<file path="src/rtl/fsm_seq_arbiter.sv">
// fsm_seq_arbiter: round-robin arbiter that streams one requester's frame at a time
// through a shared external Mealy detector and counts the detector's hits per frame.
// Build option: define FSM_SEQ_ARB_LSB_FIRST_EN to shift frames LSB first (default MSB first).
module fsm_seq_arbiter #(
    parameter int FRAME_W = 8,
    parameter int CNT_W   = 4
) (
    input  logic                   clk,
    input  logic                   rst,
    input  logic [3:0]             req,
    input  logic [4*FRAME_W-1:0]   frame_in,
    output logic [3:0]             gnt,
    output logic                   det_rst,
    output logic                   det_x,
    input  logic                   det_y,
    output logic                   done,
    output logic [1:0]             done_id,
    output logic [CNT_W-1:0]       hit_cnt
);

    localparam int BW = $clog2(FRAME_W + 1);

    typedef enum logic [1:0] {IDLE, CLR, SHIFT, DONE} state_t;

    state_t             r_state;
    state_t             w_next;
    logic [1:0]         r_ptr;
    logic [1:0]         r_idx;
    logic [1:0]         r_done_id;
    logic [3:0]         r_gnt;
    logic [FRAME_W-1:0] r_sr;
    logic [FRAME_W-1:0] w_sr_next;
    logic [BW-1:0]      r_bit;
    logic [CNT_W-1:0]   r_cnt;
    logic [CNT_W-1:0]   r_hit;
    logic [1:0]         w_win;
    logic               w_any;
    logic               w_last;
    logic               w_bit_out;

`ifdef FSM_SEQ_ARB_LSB_FIRST_EN
    assign w_bit_out = r_sr[0];
    assign w_sr_next = r_sr >> 1;
`else
    assign w_bit_out = r_sr[FRAME_W-1];
    assign w_sr_next = r_sr << 1;
`endif

    assign w_last  = (r_bit == BW'(FRAME_W - 1));
    assign gnt     = r_gnt;
    assign done_id = r_done_id;
    assign hit_cnt = r_hit;

    // Round-robin winner: first set req bit at or after r_ptr (descending loop so nearest wins)
    always_comb begin
        w_win = r_ptr;
        w_any = 1'b0;
        for (int k = 3; k >= 0; k--) begin
            if (req[r_ptr + 2'(k)]) begin
                w_win = r_ptr + 2'(k);
                w_any = 1'b1;
            end
        end
    end

    // Next-state logic and state-decoded outputs
    always_comb begin
        w_next  = r_state;
        det_rst = 1'b0;
        det_x   = 1'b0;
        done    = 1'b0;
        case (r_state)
            IDLE:    w_next = w_any ? CLR : IDLE;
            CLR: begin
                det_rst = 1'b1;
                w_next  = SHIFT;
            end
            SHIFT: begin
                det_x  = w_bit_out;
                w_next = w_last ? DONE : SHIFT;
            end
            DONE: begin
                done   = 1'b1;
                w_next = IDLE;
            end
            default: w_next = IDLE;
        endcase
    end

    // State register
    always_ff @(posedge clk or posedge rst) begin
        if (rst)
            r_state <= IDLE;
        else
            r_state <= w_next;
    end

    // Grant, frame shifter, hit counting and round-robin pointer
    always_ff @(posedge clk or posedge rst) begin
        if (rst) begin
            r_ptr     <= 2'd0;
            r_idx     <= 2'd0;
            r_gnt     <= 4'd0;
            r_sr      <= '0;
            r_bit     <= '0;
            r_cnt     <= '0;
            r_hit     <= '0;
            r_done_id <= 2'd0;
        end else begin
            case (r_state)
                IDLE: begin
                    if (w_any) begin
                        r_gnt <= 4'b0001 << w_win;
                        r_idx <= w_win;
                        r_sr  <= frame_in[w_win*FRAME_W +: FRAME_W];
                        r_cnt <= '0;
                        r_bit <= '0;
                    end
                end
                SHIFT: begin
                    r_sr  <= w_sr_next;
                    r_bit <= r_bit + 1'b1;
                    r_cnt <= r_cnt + CNT_W'(det_y);
                    if (w_last) begin
                        r_hit     <= r_cnt + CNT_W'(det_y);
                        r_done_id <= r_idx;
                    end
                end
                DONE: begin
                    r_gnt <= 4'd0;
                    r_ptr <= r_idx + 2'd1;
                end
                default: ;
            endcase
        end
    end

endmodule

</file>
<file path="config.mk">
export PLATFORM = sky130hd
export DESIGN_NAME = fsm_seq_arbiter
export DESIGN_NICKNAME = d
export VERILOG_FILES = /design/src/rtl/fsm_seq_arbiter.sv
export SDC_FILE = /design/constraint.sdc
export NUM_CORES = 1
export LEC_CHECK = 0
export ABC_CLOCK_PERIOD_IN_PS = 3200
export CORE_UTILIZATION = 50
export CTS_BUF_LIST = sky130_fd_sc_hd__clkbuf_8
export DETAILED_ROUTE_END_ITERATION = 16
export PLACE_DENSITY = 0.82
export SETUP_SLACK_MARGIN = 0.4
export SYNTH_ARGS = -nofsm -noshare
export SYNTH_HDL_FRONTEND = slang
export SYNTH_SLANG_ARGS = --single-unit
</file>
<file path="constraint.sdc">
create_clock -name clk -period 3.2 [get_ports clk]
set_input_delay 0.48 -clock clk [delete_from_list [all_inputs] [get_ports clk]]
set_output_delay 0.48 -clock clk [all_outputs]
set_load 0.1 [all_outputs]
</file>
* After elaboration in Yosys (flattened, before gate mapping)
Cells that the tools add are included.
** Storage, ports and cells
- Flip-flop bits (word level) :: 32
- Latch bits :: 0
- RAM bits :: 0
- ROM bits :: 0
- Bits of input ports :: 39
- Output and inout bits :: 13
- Logic and storage cells :: 62
- Memories :: 0
** Operators by class
- Add/subtract/negate cells :: 6
- $mul :: 0
- Divide/modulo/power cells :: 0
- Order comparisons :: 4
- Equality and inequality tests :: 5
- Shift-type cells :: 2
- Multiplexer cells :: 29
- Bitwise operators :: 0
- Reductions and logical operators :: 7
** Operators by type and width (count)
- variable part select 32 x 6 -> 8 bit :: 1
- one-hot mux 4 bit (2 select lines) :: 3
- one-hot mux 8 bit (2 select lines) :: 1
- two-way mux 1 bit :: 13
- less-than comparator 2 x 3 -> 1 bit (second input constant) :: 4
- binary-select mux 1 bit (select 2 bit) :: 4
- two-way mux 2 bit :: 4
- two-way mux 4 bit :: 2
- two-way mux 8 bit :: 1
- one-hot mux 2 bit (4 select lines) :: 1
- AND reduction 2 bit :: 4
- adder 2 x 1 -> 2 bit (second input constant) :: 2
- adder 2 bit (second input constant) :: 2
- adder 4 x 1 -> 4 bit :: 1
- adder 4 x 1 -> 4 bit (second input constant) :: 1
- equality test 2 bit (second input constant) :: 2
- equality test 4 x 3 -> 1 bit (second input constant) :: 1
- nonzero test 2 bit :: 2
- left shift 1 x 2 -> 4 bit (first input constant) :: 1
- equality test 2 x 1 -> 1 bit (second input constant) :: 1
- logical NOT 2 bit :: 1
- != test 2 bit (second input constant) :: 1

* Depth between registers and ports, before layout
- Depth in word-level cells :: 10
- Gate-level depth with buffers :: 9
- Gate-level depth less buffers :: 7

* Worst setup path before layout
Ideal clock, no wire load.
- Path kind :: register to output
- From :: register r_state[0]
- To :: output port det_x
- Arrival :: 1.659 ns
- Data required time :: 2.720 ns
- Path slack :: 1.061 ns
- Cell stages (with the launch flop) :: 5
- Path buffers :: 1
- Path through :: dfrtp_1 > inv_1 > ha_1 > clkbuf_1 > and2_1
** Between the ends
- Cells in the longest elaborated chain, start to end :: 2
** RTL lines
- start: declaration :: line 25 : state_t r_state;
- start signal: assignment :: line 95 : r_state <= w_next;
- equality test 2 bit :: line 72 : case (r_state)
- two-way mux 1 bit :: line 72
- end: declaration :: line 14 : output logic det_x,
No other way between the ends.

* Worst setup path after layout
- From :: input port req[2]
- To :: register r_sr[2]
** Between the ends
- Cells in the longest elaborated chain, start to end :: 9
- Elaborated cells between the ends (all ways) :: 21
- Classes of those cells :: eq/ne: 1; shift: 1; mux: 18; reduce/logical: 1
** RTL lines
- start: declaration :: line 10 : input logic [3:0] req,
- binary-select mux 1 bit (select 2 bit) :: line 59 : if (req[r_ptr + 2'(k)]) begin
- two-way mux 1 bit (implied by the code) :: line 59
- two-way mux 2 bit (4 in a row) :: line 59
- variable part select 32 x 6 -> 8 bit :: line 115 : r_sr <= frame_in[w_win*FRAME_W +: FRAME_W];
- two-way mux 8 bit :: line 112 : if (w_any) begin
- one-hot mux 8 bit (2 select lines) :: line 110 : case (r_state)
- end signal: assignment :: line 115
- end signal: assignment :: line 121 : r_sr <= w_sr_next;
- end: declaration :: line 31 : logic [FRAME_W-1:0] r_sr;
Parallel ways exist; a longest one is shown, timed or not. The select of a mux whose other input is x is not followed.
A chain may end at the register's enable or synchronous reset.

==> summary.txt <==
Synthesis
  – Main flop type after synthesis: dfrtp_1
  – Post-synth EDFFs: 0
  – Synthesized flop and latch total: 32
  – Syn avg cell area: 9.273 um2
  – Synth Instances: 214
  – Net Count, Synth: 260
  – Post-synthesis cell type count: 47
  – Post-synth ARST share: 1.000
  – Sequential area share after synthesis: 0.4035
  – Area of the mapped netlist: 1984 um2
  – Yosys warning count: 0

Die
  – Row Count: 22
  – Horiz. Die Dim: 65 um
  – Ports: 52
  – Die Ht: 65 um
  – Die footprint: between 4000 and 5000 um2
  – Initial Utilization: 0.5301
  – Core area: between 3000 and 4000 um2

Power
  – Leak: 1.137 nW
  – Peak VDD IR: 0.5286 mV
  – Total Power: roughly 0.0025 W
  – Switching power: between 0.001 and 0.0015 W
  – P_int: ~0.0012 W
  – Clock Power Share: 0.124
  – Sequential share of power: 0.278
  – PwrDens: ~980 nW/um2
  – Gate power share: 0.598
  – Sw frac: 0.5230

Timing
  – Hold Vio Cnt, Final: 0
  – Worst-margin pin slew: 0.9595 ns
  – RSZ-0062 raised after global routing: no
  – Final Max Slew Viols: 0
  – Setup_tns: 0 ns
  – Fin crit share: 0.7440
  – Relative slew slack: 0.3583
  – Setup violations, final: 0
  – Fmax: about 420 MHz
  – Skew final: ~0.0025 ns
  – Min Tclk post-route: about 2.4 ns

Detailed routing
  – Per-cell routed wire length: 14.27 um
  – Vias: 1794
  – Antenna-violating nets left: 0
  – Total wire length: 4.482 mm
  – Initial DRC Count: ~130
  – DR vias/cell: 5.713
  – Drt first pass iters: 4
  – Drt drc: 0

Critical path
  – Crit Reg-Reg Startpoint: r_state[0]
  – Crit path launch type: input port
  – Critical path class: input port to flip-flop
  – Crit. Startpoint: req[2]
  – Element type at the critical path end: flip-flop
  – Worst Path Max Fanout: 27
  – Arrival time worst endpoint: 2.59 ns
  – Worst EP required: 3.41 ns

Min path
  – HP Start: hit_cnt[3]
  – Worst min path class: flip-flop to flip-flop

Placed design
  – PortBufs: 51
  – Detailed Place HPWL: 3.291 mm
  – Placed cell areas: 2496 um2
  – Final Wtd Congestion: 0.7973
  – DP Cell Count: approximately 310

Global routing
  – Vias in the first global route: 1687
  – Global-route wire length before repair: 7.590 mm
  – Antenna violations before repair: 0
  – GRT Overall Usage: 0.2394
  – Largest net degree at the start of global routing: 33
  – Gr ovfl total: 0

Clocking
  – Max clock buf depth: 2
  – Clock tree from TritonCTS: built
  – Clock root cell: clkbuf_8
  – CTS Buf Count: 5
  – Setup Fix Bufs, Post-CTS: 0
  – CTS Hold Bufs: 0
  – Worst-path clk slew: about 0.06 ns
  – Htree depth: 2
  – Later-pin clock latency in the skew report: roughly 0.28 ns
  – CTS Sinks: 32
  – Post-CTS resize count: 0

Run status
  – Status: completed

Final layout
  – Diode count: 0
  – Non-filler cells, final: 314
  – Most common cell after layout, fill and taps aside: clkdlybuf4s50_1
  – Layout Utilization: 0.6908
  – Finished Cell Area: 2586 um2
  – Layout cells sized above 1: 0.1316
  – Most frequent cells in the layout: clkdlybuf4s50_1, dfrtp_1, inv_1, nand2_1, o21ai_0
  – Syn-to-layout area delta: 30.33%
  – Post-layout nets: around 310

Flow run
  – Max cap viols: 0
[sequential cells by signal, summed over array words and instances (netlist names), 4 cells and up]
name	flops
hit_cnt	4
gnt	4
r_sr	8
r_cnt	4
r_bit	4
[cell families after synthesis]
group / after synthesis / synth area share
simple gates: 70 / 0.2043
flops: 32 / 0.4035
fa+ha+maj: 7 / 0.04413
buf+inv: 27 / 0.05737
xor+xnor: 2 / 0.008829
mux: 8 / 0.04350
compound gates: 68 / 0.2383
[per-stage QoR]
step / hold WS [ns] / setup slack, ns
2_1_floorplan: 0.4511 / 1.061
3_3_place_gp: 0.4603 / 0.6139
3_5_place_dp: 0.4694 / 0.5388
4_1_cts: 0.4840 / 0.8459
5_1_grt: 0.5155 / 0.5803
6_report: 0.4783 / 0.8192
[synth_stat cells (5+ instances only)]
cell type   n  share of area
a21oi_1    15          0.038
a221oi_1    6          0.026
a31oi_1     7          0.022
and4_1      7          0.031
dfrtp_1    32           0.40
ha_1        7          0.044
inv_1      18          0.034
mux2_2      5          0.028
nand2_1    18          0.034
nand2b_1    7          0.022
nor2_1      9          0.017
nor3_1      7          0.018
o21ai_0    17          0.043
[per-layer routing]
layer | up-vias | routed length [um] | track usage
met5 | - | 0 | 0
met4 | 0 | 110 | 0.1472
li1 | 889 | - | -
met2 | 56 | 2120 | 0.3776
met3 | 7 | 212 | 0.05634
met1 | 842 | 2038 | 0.2934
[cell type report]
cell class / instances / area, um2
well taps: 48 / 60.06
flip-flops and latches: 32 / 800.8
inverters: 18 / 67.56
multi-input cells: 155 / 1070
fillers: 316 / 1157
repair buffers: 53 / 498.0
clock inverters: 2 / 7.507
clock buffers: 6 / 82.58
[final timing paths]
path	to	slack, ns	cells past startpoint
max	r_sr[2]	0.82	6
max reg2reg	r_sr[2]	0.87	7
max in group asynchronous	r_sr[7]	2.33	3
min reg2reg	hit_cnt[3]	0.48	2
min in group asynchronous	r_ptr[1]	0.58	3
min	hit_cnt[3]	0.48	2
[power by group through the flow]
stage	Combinational, W	Sequential (W)	Clock [W]
after floorplan	0.000880	0.00103	0
after CTS	0.00152	0.000703	0.000321
after global placement	0.00148	0.000700	0
final	0.00152	0.000706	0.000315
after global routing	0.00165	0.000726	0.000338
after detailed placement	0.00152	0.000708	0
[critical path: stages]
cell             delay [ns]
clkdlybuf4s50_1        0.56
nor4_2                 0.52
mux2_2                 0.57
and2_1                 0.21
o21ai_0                0.09
o22ai_1                0.14
(Power assumes the default switching activity.)
